<file path="src/rtl/fp_addsub_pipe.sv">
// fp_addsub_pipe: three-stage pipelined floating-point adder/subtractor.
//   S1 unpacks/classifies both operands, orders them by magnitude and forms
//   the exponent difference; S2 aligns the smaller operand (guard/round/
//   sticky) and adds or subtracts; S3 normalises, rounds to nearest-even,
//   packs and raises flags. One operation per cycle, 2-cycle latency.
// Ports:
//   clk, rst_n               clock, asynchronous active-low reset
//   in_valid/in_ready        operand handshake (in_ready has no in_valid path)
//   in_a, in_b, in_sub       operands, 0: A+B, 1: A-B
//   out_valid/out_ready      result handshake
//   out_result               packed result
//   out_invalid/overflow/inexact  exception flags travelling with the result
module fp_addsub_pipe #(
  parameter int EXP_W  = 8,
  parameter int FRAC_W = 23
) (
  input  logic                  clk,
  input  logic                  rst_n,
  input  logic                  in_valid,
  output logic                  in_ready,
  input  logic [EXP_W+FRAC_W:0] in_a,
  input  logic [EXP_W+FRAC_W:0] in_b,
  input  logic                  in_sub,
  output logic                  out_valid,
  input  logic                  out_ready,
  output logic [EXP_W+FRAC_W:0] out_result,
  output logic                  out_invalid,
  output logic                  out_overflow,
  output logic                  out_inexact
);
  localparam int W  = 1 + EXP_W + FRAC_W;
  localparam int XW = FRAC_W + 3;  // implicit + fraction + guard + round
  localparam int MW = FRAC_W + 4;  // ... + sticky
  localparam int SW = FRAC_W + 5;  // ... + carry-out
  localparam int EW = EXP_W + 2;   // headroom for carry and round increments
  localparam logic [EXP_W-1:0] E_ONES = {EXP_W{1'b1}};
  localparam logic [EW-1:0]    E_MAX  = {2'b00, {EXP_W{1'b1}}};
  localparam logic [W-1:0]     QNAN   = {1'b0, {EXP_W{1'b1}}, 1'b1, {(FRAC_W-1){1'b0}}};

  // ---------------- handshake / stall chain ----------------
  logic v1_q, v2_q, v3_q, v1_d, v2_d, v3_d;
  logic s1_adv, s2_adv, s3_adv;

  always_comb begin
    s3_adv = !v3_q || out_ready;
    s2_adv = !v2_q || s3_adv;
    s1_adv = !v1_q || s2_adv;
    v1_d   = s1_adv ? in_valid : v1_q;
    v2_d   = s2_adv ? v1_q : v2_q;
    v3_d   = s3_adv ? v2_q : v3_q;
  end

  assign in_ready = s1_adv;

  // ---------------- S1: unpack, classify, order ----------------
  logic             s1_sign_q, s1_sign_d, s1_effsub_q, s1_effsub_d;
  logic [EXP_W-1:0] s1_exp_q, s1_exp_d, s1_diff_q, s1_diff_d;
  logic [FRAC_W:0]  s1_man1_q, s1_man1_d, s1_man2_q, s1_man2_d;
  logic             s1_spec_q, s1_spec_d, s1_inv_q, s1_inv_d, s1_negz_q, s1_negz_d;
  logic [W-1:0]     s1_sres_q, s1_sres_d;

  always_comb begin : stage1
    logic              a_sign, b_sign, x_sign, swap;
    logic              a_inf, b_inf, a_nan, b_nan, a_snan, b_snan, inf_clash;
    logic [EXP_W-1:0]  a_exp, b_exp, x_exp, y_exp, x_eff, y_eff;
    logic [FRAC_W-1:0] a_frac, b_frac, x_frac, y_frac;
    a_sign = in_a[W-1];
    a_exp  = in_a[W-2:FRAC_W];
    a_frac = in_a[FRAC_W-1:0];
    b_sign = in_b[W-1] ^ in_sub;  // subtraction = addition of negated B
    b_exp  = in_b[W-2:FRAC_W];
    b_frac = in_b[FRAC_W-1:0];
    a_inf  = (a_exp == E_ONES) && (a_frac == '0);
    b_inf  = (b_exp == E_ONES) && (b_frac == '0);
    a_nan  = (a_exp == E_ONES) && (a_frac != '0);
    b_nan  = (b_exp == E_ONES) && (b_frac != '0);
    a_snan = a_nan && !a_frac[FRAC_W-1];
    b_snan = b_nan && !b_frac[FRAC_W-1];
    inf_clash = a_inf && b_inf && (a_sign != b_sign);
    // op1 must have the larger magnitude so the subtraction never goes negative
    swap   = {b_exp, b_frac} > {a_exp, a_frac};
    x_sign = swap ? b_sign : a_sign;
    x_exp  = swap ? b_exp  : a_exp;
    y_exp  = swap ? a_exp  : b_exp;
    x_frac = swap ? b_frac : a_frac;
    y_frac = swap ? a_frac : b_frac;
    // subnormals use effective exponent 1 with implicit bit 0
    x_eff  = (x_exp == '0) ? EXP_W'(1) : x_exp;
    y_eff  = (y_exp == '0) ? EXP_W'(1) : y_exp;

    s1_sign_d   = s1_sign_q;
    s1_effsub_d = s1_effsub_q;
    s1_exp_d    = s1_exp_q;
    s1_diff_d   = s1_diff_q;
    s1_man1_d   = s1_man1_q;
    s1_man2_d   = s1_man2_q;
    s1_spec_d   = s1_spec_q;
    s1_inv_d    = s1_inv_q;
    s1_negz_d   = s1_negz_q;
    s1_sres_d   = s1_sres_q;
    if (s1_adv && in_valid) begin
      s1_sign_d   = x_sign;
      s1_effsub_d = a_sign ^ b_sign;
      s1_exp_d    = x_eff;
      s1_diff_d   = x_eff - y_eff;
      s1_man1_d   = {x_exp != '0, x_frac};
      s1_man2_d   = {y_exp != '0, y_frac};
      s1_negz_d   = a_sign && b_sign && ({a_exp, a_frac} == '0) && ({b_exp, b_frac} == '0);
      s1_spec_d   = a_nan || b_nan || a_inf || b_inf;
      s1_inv_d    = a_snan || b_snan || inf_clash;
      if (a_nan || b_nan || inf_clash) s1_sres_d = QNAN;
      else if (a_inf)                  s1_sres_d = {a_sign, E_ONES, {FRAC_W{1'b0}}};
      else                             s1_sres_d = {b_sign, E_ONES, {FRAC_W{1'b0}}};
    end
  end

  // ---------------- S2: align and add/subtract ----------------
  logic             s2_sign_q, s2_sign_d, s2_spec_q, s2_spec_d;
  logic             s2_inv_q, s2_inv_d, s2_negz_q, s2_negz_d;
  logic [EXP_W-1:0] s2_exp_q, s2_exp_d;
  logic [SW-1:0]    s2_sum_q, s2_sum_d;
  logic [W-1:0]     s2_sres_q, s2_sres_d;

  always_comb begin : stage2
    int              sh;
    logic [2*XW-1:0] wide;
    logic [MW-1:0]   op1, op2;
    // shifting by XW already pushes every bit into the sticky half
    sh   = (int'(s1_diff_q) > XW) ? XW : int'(s1_diff_q);
    wide = {s1_man2_q, 2'b00, {XW{1'b0}}} >> sh;
    op1  = {s1_man1_q, 3'b000};
    op2  = {wide[2*XW-1:XW], |wide[XW-1:0]};

    s2_sign_d = s2_sign_q;
    s2_exp_d  = s2_exp_q;
    s2_sum_d  = s2_sum_q;
    s2_spec_d = s2_spec_q;
    s2_inv_d  = s2_inv_q;
    s2_negz_d = s2_negz_q;
    s2_sres_d = s2_sres_q;
    if (s2_adv && v1_q) begin
      s2_sign_d = s1_sign_q;
      s2_exp_d  = s1_exp_q;
      s2_sum_d  = s1_effsub_q ? ({1'b0, op1} - {1'b0, op2}) : ({1'b0, op1} + {1'b0, op2});
      s2_spec_d = s1_spec_q;
      s2_inv_d  = s1_inv_q;
      s2_negz_d = s1_negz_q;
      s2_sres_d = s1_sres_q;
    end
  end

  // ---------------- S3: normalise, round, pack ----------------
  logic [W-1:0] res_q, res_d;
  logic         inv_q, inv_d, ovf_q, ovf_d, inx_q, inx_d;

  function automatic int lzc(input logic [MW-1:0] x);
    int n;
    n = MW;
    for (int i = 0; i < MW; i++) if (x[i]) n = MW - 1 - i;
    return n;
  endfunction

  always_comb begin : stage3
    logic [EW-1:0]     e;
    logic [MW-1:0]     m;
    logic [FRAC_W+1:0] rnd;
    logic              inexact;
    int                sh, cap;
    e   = EW'(s2_exp_q);
    m   = s2_sum_q[MW-1:0];
    sh  = 0;
    cap = 0;
    if (s2_sum_q[SW-1]) begin
      m = {s2_sum_q[SW-1:2], s2_sum_q[1] | s2_sum_q[0]};
      e = e + EW'(1);
    end else begin
      // left shift capped so the exponent stops at 1 (subnormal range)
      cap = int'(e) - 1;
      sh  = lzc(m);
      if (sh > cap) sh = cap;
      m = m << sh;
      e = e - EW'(sh);
    end
    inexact = m[2] | m[1] | m[0];
    rnd = {1'b0, m[MW-1:3]} + (FRAC_W+2)'(m[2] & (m[1] | m[0] | m[3]));
    if (rnd[FRAC_W+1]) begin
      rnd = rnd >> 1;
      e   = e + EW'(1);
    end

    res_d = res_q;
    inv_d = inv_q;
    ovf_d = ovf_q;
    inx_d = inx_q;
    if (s3_adv && v2_q) begin
      inv_d = 1'b0;
      ovf_d = 1'b0;
      inx_d = inexact;
      if (s2_spec_q) begin
        res_d = s2_sres_q;
        inv_d = s2_inv_q;
        inx_d = 1'b0;
      end else if (e >= E_MAX) begin
        res_d = {s2_sign_q, E_ONES, {FRAC_W{1'b0}}};
        ovf_d = 1'b1;
        inx_d = 1'b1;
      end else if (rnd[FRAC_W:0] == '0) begin
        res_d = {s2_negz_q, {(W-1){1'b0}}};
      end else begin
        // implicit bit 0 after normalising means subnormal: exponent field 0
        res_d = {s2_sign_q, (rnd[FRAC_W] ? e[EXP_W-1:0] : {EXP_W{1'b0}}), rnd[FRAC_W-1:0]};
      end
    end
  end

  assign out_valid    = v3_q;
  assign out_result   = res_q;
  assign out_invalid  = inv_q;
  assign out_overflow = ovf_q;
  assign out_inexact  = inx_q;

  // ---------------- registers ----------------
  always_ff @(posedge clk or negedge rst_n) begin
    if (!rst_n) begin
      v1_q <= 1'b0; v2_q <= 1'b0; v3_q <= 1'b0;
      s1_sign_q <= 1'b0; s1_effsub_q <= 1'b0; s1_exp_q <= '0; s1_diff_q <= '0;
      s1_man1_q <= '0; s1_man2_q <= '0; s1_spec_q <= 1'b0; s1_inv_q <= 1'b0;
      s1_negz_q <= 1'b0; s1_sres_q <= '0;
      s2_sign_q <= 1'b0; s2_exp_q <= '0; s2_sum_q <= '0; s2_spec_q <= 1'b0;
      s2_inv_q <= 1'b0; s2_negz_q <= 1'b0; s2_sres_q <= '0;
      res_q <= '0; inv_q <= 1'b0; ovf_q <= 1'b0; inx_q <= 1'b0;
    end else begin
      v1_q <= v1_d; v2_q <= v2_d; v3_q <= v3_d;
      s1_sign_q <= s1_sign_d; s1_effsub_q <= s1_effsub_d; s1_exp_q <= s1_exp_d;
      s1_diff_q <= s1_diff_d; s1_man1_q <= s1_man1_d; s1_man2_q <= s1_man2_d;
      s1_spec_q <= s1_spec_d; s1_inv_q <= s1_inv_d; s1_negz_q <= s1_negz_d;
      s1_sres_q <= s1_sres_d;
      s2_sign_q <= s2_sign_d; s2_exp_q <= s2_exp_d; s2_sum_q <= s2_sum_d;
      s2_spec_q <= s2_spec_d; s2_inv_q <= s2_inv_d; s2_negz_q <= s2_negz_d;
      s2_sres_q <= s2_sres_d;
      res_q <= res_d; inv_q <= inv_d; ovf_q <= ovf_d; inx_q <= inx_d;
    end
  end
endmodule

</file>
<file path="config.mk">
export PLATFORM = sky130hd
export DESIGN_NAME = fp_addsub_pipe
export DESIGN_NICKNAME = d
export VERILOG_FILES = /design/src/rtl/fp_addsub_pipe.sv
export SDC_FILE = /design/constraint.sdc
export NUM_CORES = 1
export LEC_CHECK = 0
export CORE_UTILIZATION = 45
export CTS_CLUSTER_DIAMETER = 80
export DETAILED_ROUTE_END_ITERATION = 12
export GPL_TIMING_DRIVEN = 0
export HOLD_SLACK_MARGIN = 0.02
export SYNTH_ARGS = -nofsm -noshare
export SYNTH_HDL_FRONTEND = slang
export SYNTH_SLANG_ARGS = --single-unit
</file>
<file path="constraint.sdc">
create_clock -name clk -period 8.9 [get_ports clk]
set_input_delay 1.78 -clock clk [delete_from_list [all_inputs] [get_ports clk]]
set_output_delay 1.78 -clock clk [all_outputs]
set_load 0.1 [all_outputs]
</file>
==> results of run 1 <==
## power by group
part / leakage, nW / internal [W] / switching, W
clock network: 0.289 / 0.000378 / 0.000356
logic: 5.68 / 0.00177 / 0.00358
registers: 1.89 / 0.000897 / 0.000234
total: 7.86 / 0.00304 / 0.00417
## metal layers
metal | routed length [microns] | GRT usage
met5 | 0 | 0
met4 | 3850 | 0.199
met3 | 3500 | 0.0418
met2 | 30000 | 0.577
met1 | 25400 | 0.412
## worst max-delay path: cells and delay by family, from the launching register on
kind / cells / cell delay [ps]
AND/OR/NAND/NOR: 10 / 2780
buffers and inverters: 11 / 2300
AO/OA/AOI/OAI: 8 / 2270
multiplexers: 1 / 490
flip-flops: 1 / 320
adder cells (fa/ha/maj): 1 / 270
## worst max-delay path by stage
stage / endpoint / from
finish: out_result[9] / s2_sum_q[19]
global route: out_result[7] / s2_sum_q[15]
CTS: out_result[9] / s2_sum_q[19]
detailed placement: out_result[9] / s2_sum_q[17]
global placement: s1_diff_q[5] / rst_n
floorplan: out_result[9] / s2_sum_q[18]
## logic make-up after synthesis
family / after synthesis
compound gates: 690
fa+ha+maj: 106
buf+inv: 260
simple gates: 653
mux: 131
xor+xnor: 73
flops: 153
## metrics by stage
stage	area (sq um)	hold WS [ps]	instances	power, W
after floorplan	16400	430	2066	0.00475
after global placement	18000	463	2632	0.00628
after detailed placement	18000	464	2633	0.00631
after CTS	18600	489	2665	0.00708
after global routing	18600	513	2667	0.00762
final	18600	483	2667	0.00722
## repair_timing
item / CTS / global route
pin swaps: 0 / 1
gates resized for setup: 1 / 2
buffers inserted: 0 / 2
setup endpoints to repair: 18 / 31
## area by class of cell
class                      count  area share
timing repair buffer         108      0.0589
sequential                   153       0.205
buffer                       132      0.0329
tap                          461      0.0309
multi-input combinational   1653       0.614
inverter                     128      0.0259
clock inverter                15     0.00899
clock buffer                  17      0.0228
## registers in the layout (all words and copies together) (netlist names)
register and flops:
s1_effsub_q 1, out_result 32, out_invalid 1, s2_negz_q 1
s1_inv_q 1, s1_man2_q 24, s1_sres_q 3, v1_q 1
s2_exp_q 8, s1_diff_q 8, s2_inv_q 1, out_valid 1
s2_sign_q 1, out_inexact 1, s1_exp_q 8, s1_man1_q 24
s2_sres_q 3, s1_negz_q 1, out_overflow 1, s1_sign_q 1
s1_spec_q 1, s2_sum_q 28, v2_q 1, s2_spec_q 1
## cell usage in the layout, fill, tap and decap left out, drive strengths merged, types with 17 or more instances in the layout
cell           Yosys  layout
nand2            251     251
o21ai            177     177
dfrtp            153     153
nor2             145     145
inv              127     137
a21oi            127     127
clkdlybuf4s50      0     104
ha               103     103
clkbuf            77      94
mux2i             87      87
o211ai            59      59
buf               55      59
a211oi            57      57
nand3             56      56
xnor2             54      54
a21o              32      32
nor3              32      32
mux2              30      30
nor4              27      27
nand4             26      26
nand2b            25      25
a31oi             20      20
xor2              19      19
o31ai             18      18
o21a              17      17
==> results.yml, run 1 <==
logic_synthesis:
  synthTopCellsByArea: "dfrtp_1 23%, ha_1 7.9%, nand2_1 5.7%"
  synth-edff-count: 0
  yosys_warnings: 0
  ys_seq_elements: 153
  synth_cell_types: 113
  yosys.cell_count.top_type: "nand2_1"
  synth_fa_ha_area_frac: 0.0824
  syn_nets: 2241
  synthMuxAreaShare: 0.0944
  seq_area_frac_synth: 0.234
  syn_avg_cell_area_sq_um: 7.92
  synthArstFlopShare: 1.00
  synth_compound_area_frac: 0.293
  yosysTopAreaCell: "dfrtp_1"
  synthCells: 2066
  synth-xor-area-share: 0.0391
  synth_top_area_share: 0.234
  synth_ff_type: "dfrtp_1"
  synth_top_family_by_area: "compound AO/OA/AOI/OAI gates"
  yosys-top-cells-count: "250 x nand2_1, 168 x o21ai_0, 153 x dfrtp_1"
  syn-cell-area_sq_um: 16400
  synth-simple-area-share: 0.190
grt:
  grt_pass1_vias: 16320
  grt_max_degree: 121
  globalRoute.totalOverflow: 0
  grt_util_all_layers: 0.340
  grt_pass1_wl_microns: 95400
  antenna_found_initial: 0
worst_setup_path:
  crit_slowest_cell: "nor4_2"
  cp_max_fo: 10
  arrival_ps: 8910
  cp-start-kind: "register"
  end_kind: "register"
  cp_common_cell: "buf_6"
  r2r-end: "out_result[9]"
  required_ps: 9250
  crit_path_max_incr_delay_ps: 690
  rr_worst_depth: 31
  reg2reg_slack_ps: 350
  path_class: "register to register"
  r2r-start: "s2_sum_q[19]"
cells_and_area:
  diodes: 0
  synthToLayoutAreaGrowth_pct: 14.0
  final_core_util: 0.523
  drive_above_1_share: 0.0811
  n_fill_cell: 3538
  num-nets-final: 2368
  register_area_sq_um: 3830
  multi_input_area_sq_um: 11500
routing:
  num_vias: 17049
  drt_iter0_drc: 1511
  wire_per_inst_microns: 23.5
  drt_pass1_iterations: 10
  drc: 10
  antenna_left: 0
  routed_via_density: 6.39
  wirelength_microns: 62800
clock_network:
  clock_sinks: 153
  cts_max_path_buffers: 2
  htreeDepth: 4
  worstSkewPairLatency_ps: 460
  path_clk_slew_ps: 80
  cts_buffers: 17
  cts_tree: "done"
  cts-root-buf: "clkbuf_16"
  cts_hold_buf: 0
power_and_ir_drop:
  p_per_area_nw_per_um2: 387
  ir_worst_vdd_mv: 0.177
  power.leakage_nw: 7.86
timing:
  drv_slew: 0
  rsz0062_at_grt: "false"
  setup_violations: 0
  fmax_mhz: 117
  fin_worst_skew_ps: 13.6
  period_minus_slack_ps: 8550
  setup_ws_ps: 346
  slew_headroom: 0.297
  timing_hold_violations_final: 0
  tightest_slew_ps: 1030
  setup_tns_ps: 0
  post-route-period-util: 0.961
place:
  io_buffer_count: 105
  dp_hpwl_microns: 49700
  dp_slack_ps: -232
  place_congestion: 1.01
hold_path:
  hold_path_end: "s1_inv_q"
  hold_start: "s1_inv_q"
  holdPathStages: 2
  hp-class: "register to register"
die:
  initial_utilization: 0.459
  io-pin-count: 106
  die_area_sq_um: 37100
  core_sq_um: 35700
  rows: 69
  fp.dieH_microns: 193
  fp.dieW_microns: 193
run_status:
  violations: "design-rule violations"
  status: "complete, but fails checks"
job:
  drv_cap: 0
Note: power is estimated with default switching activity, not from simulation.
==> run 2, diff against run 1 <==
- SKIP_LAST_GASP: unset -> 1
==> results of run 2 <==
The final DEF is identical to that of run 1; final timing and power are the same.
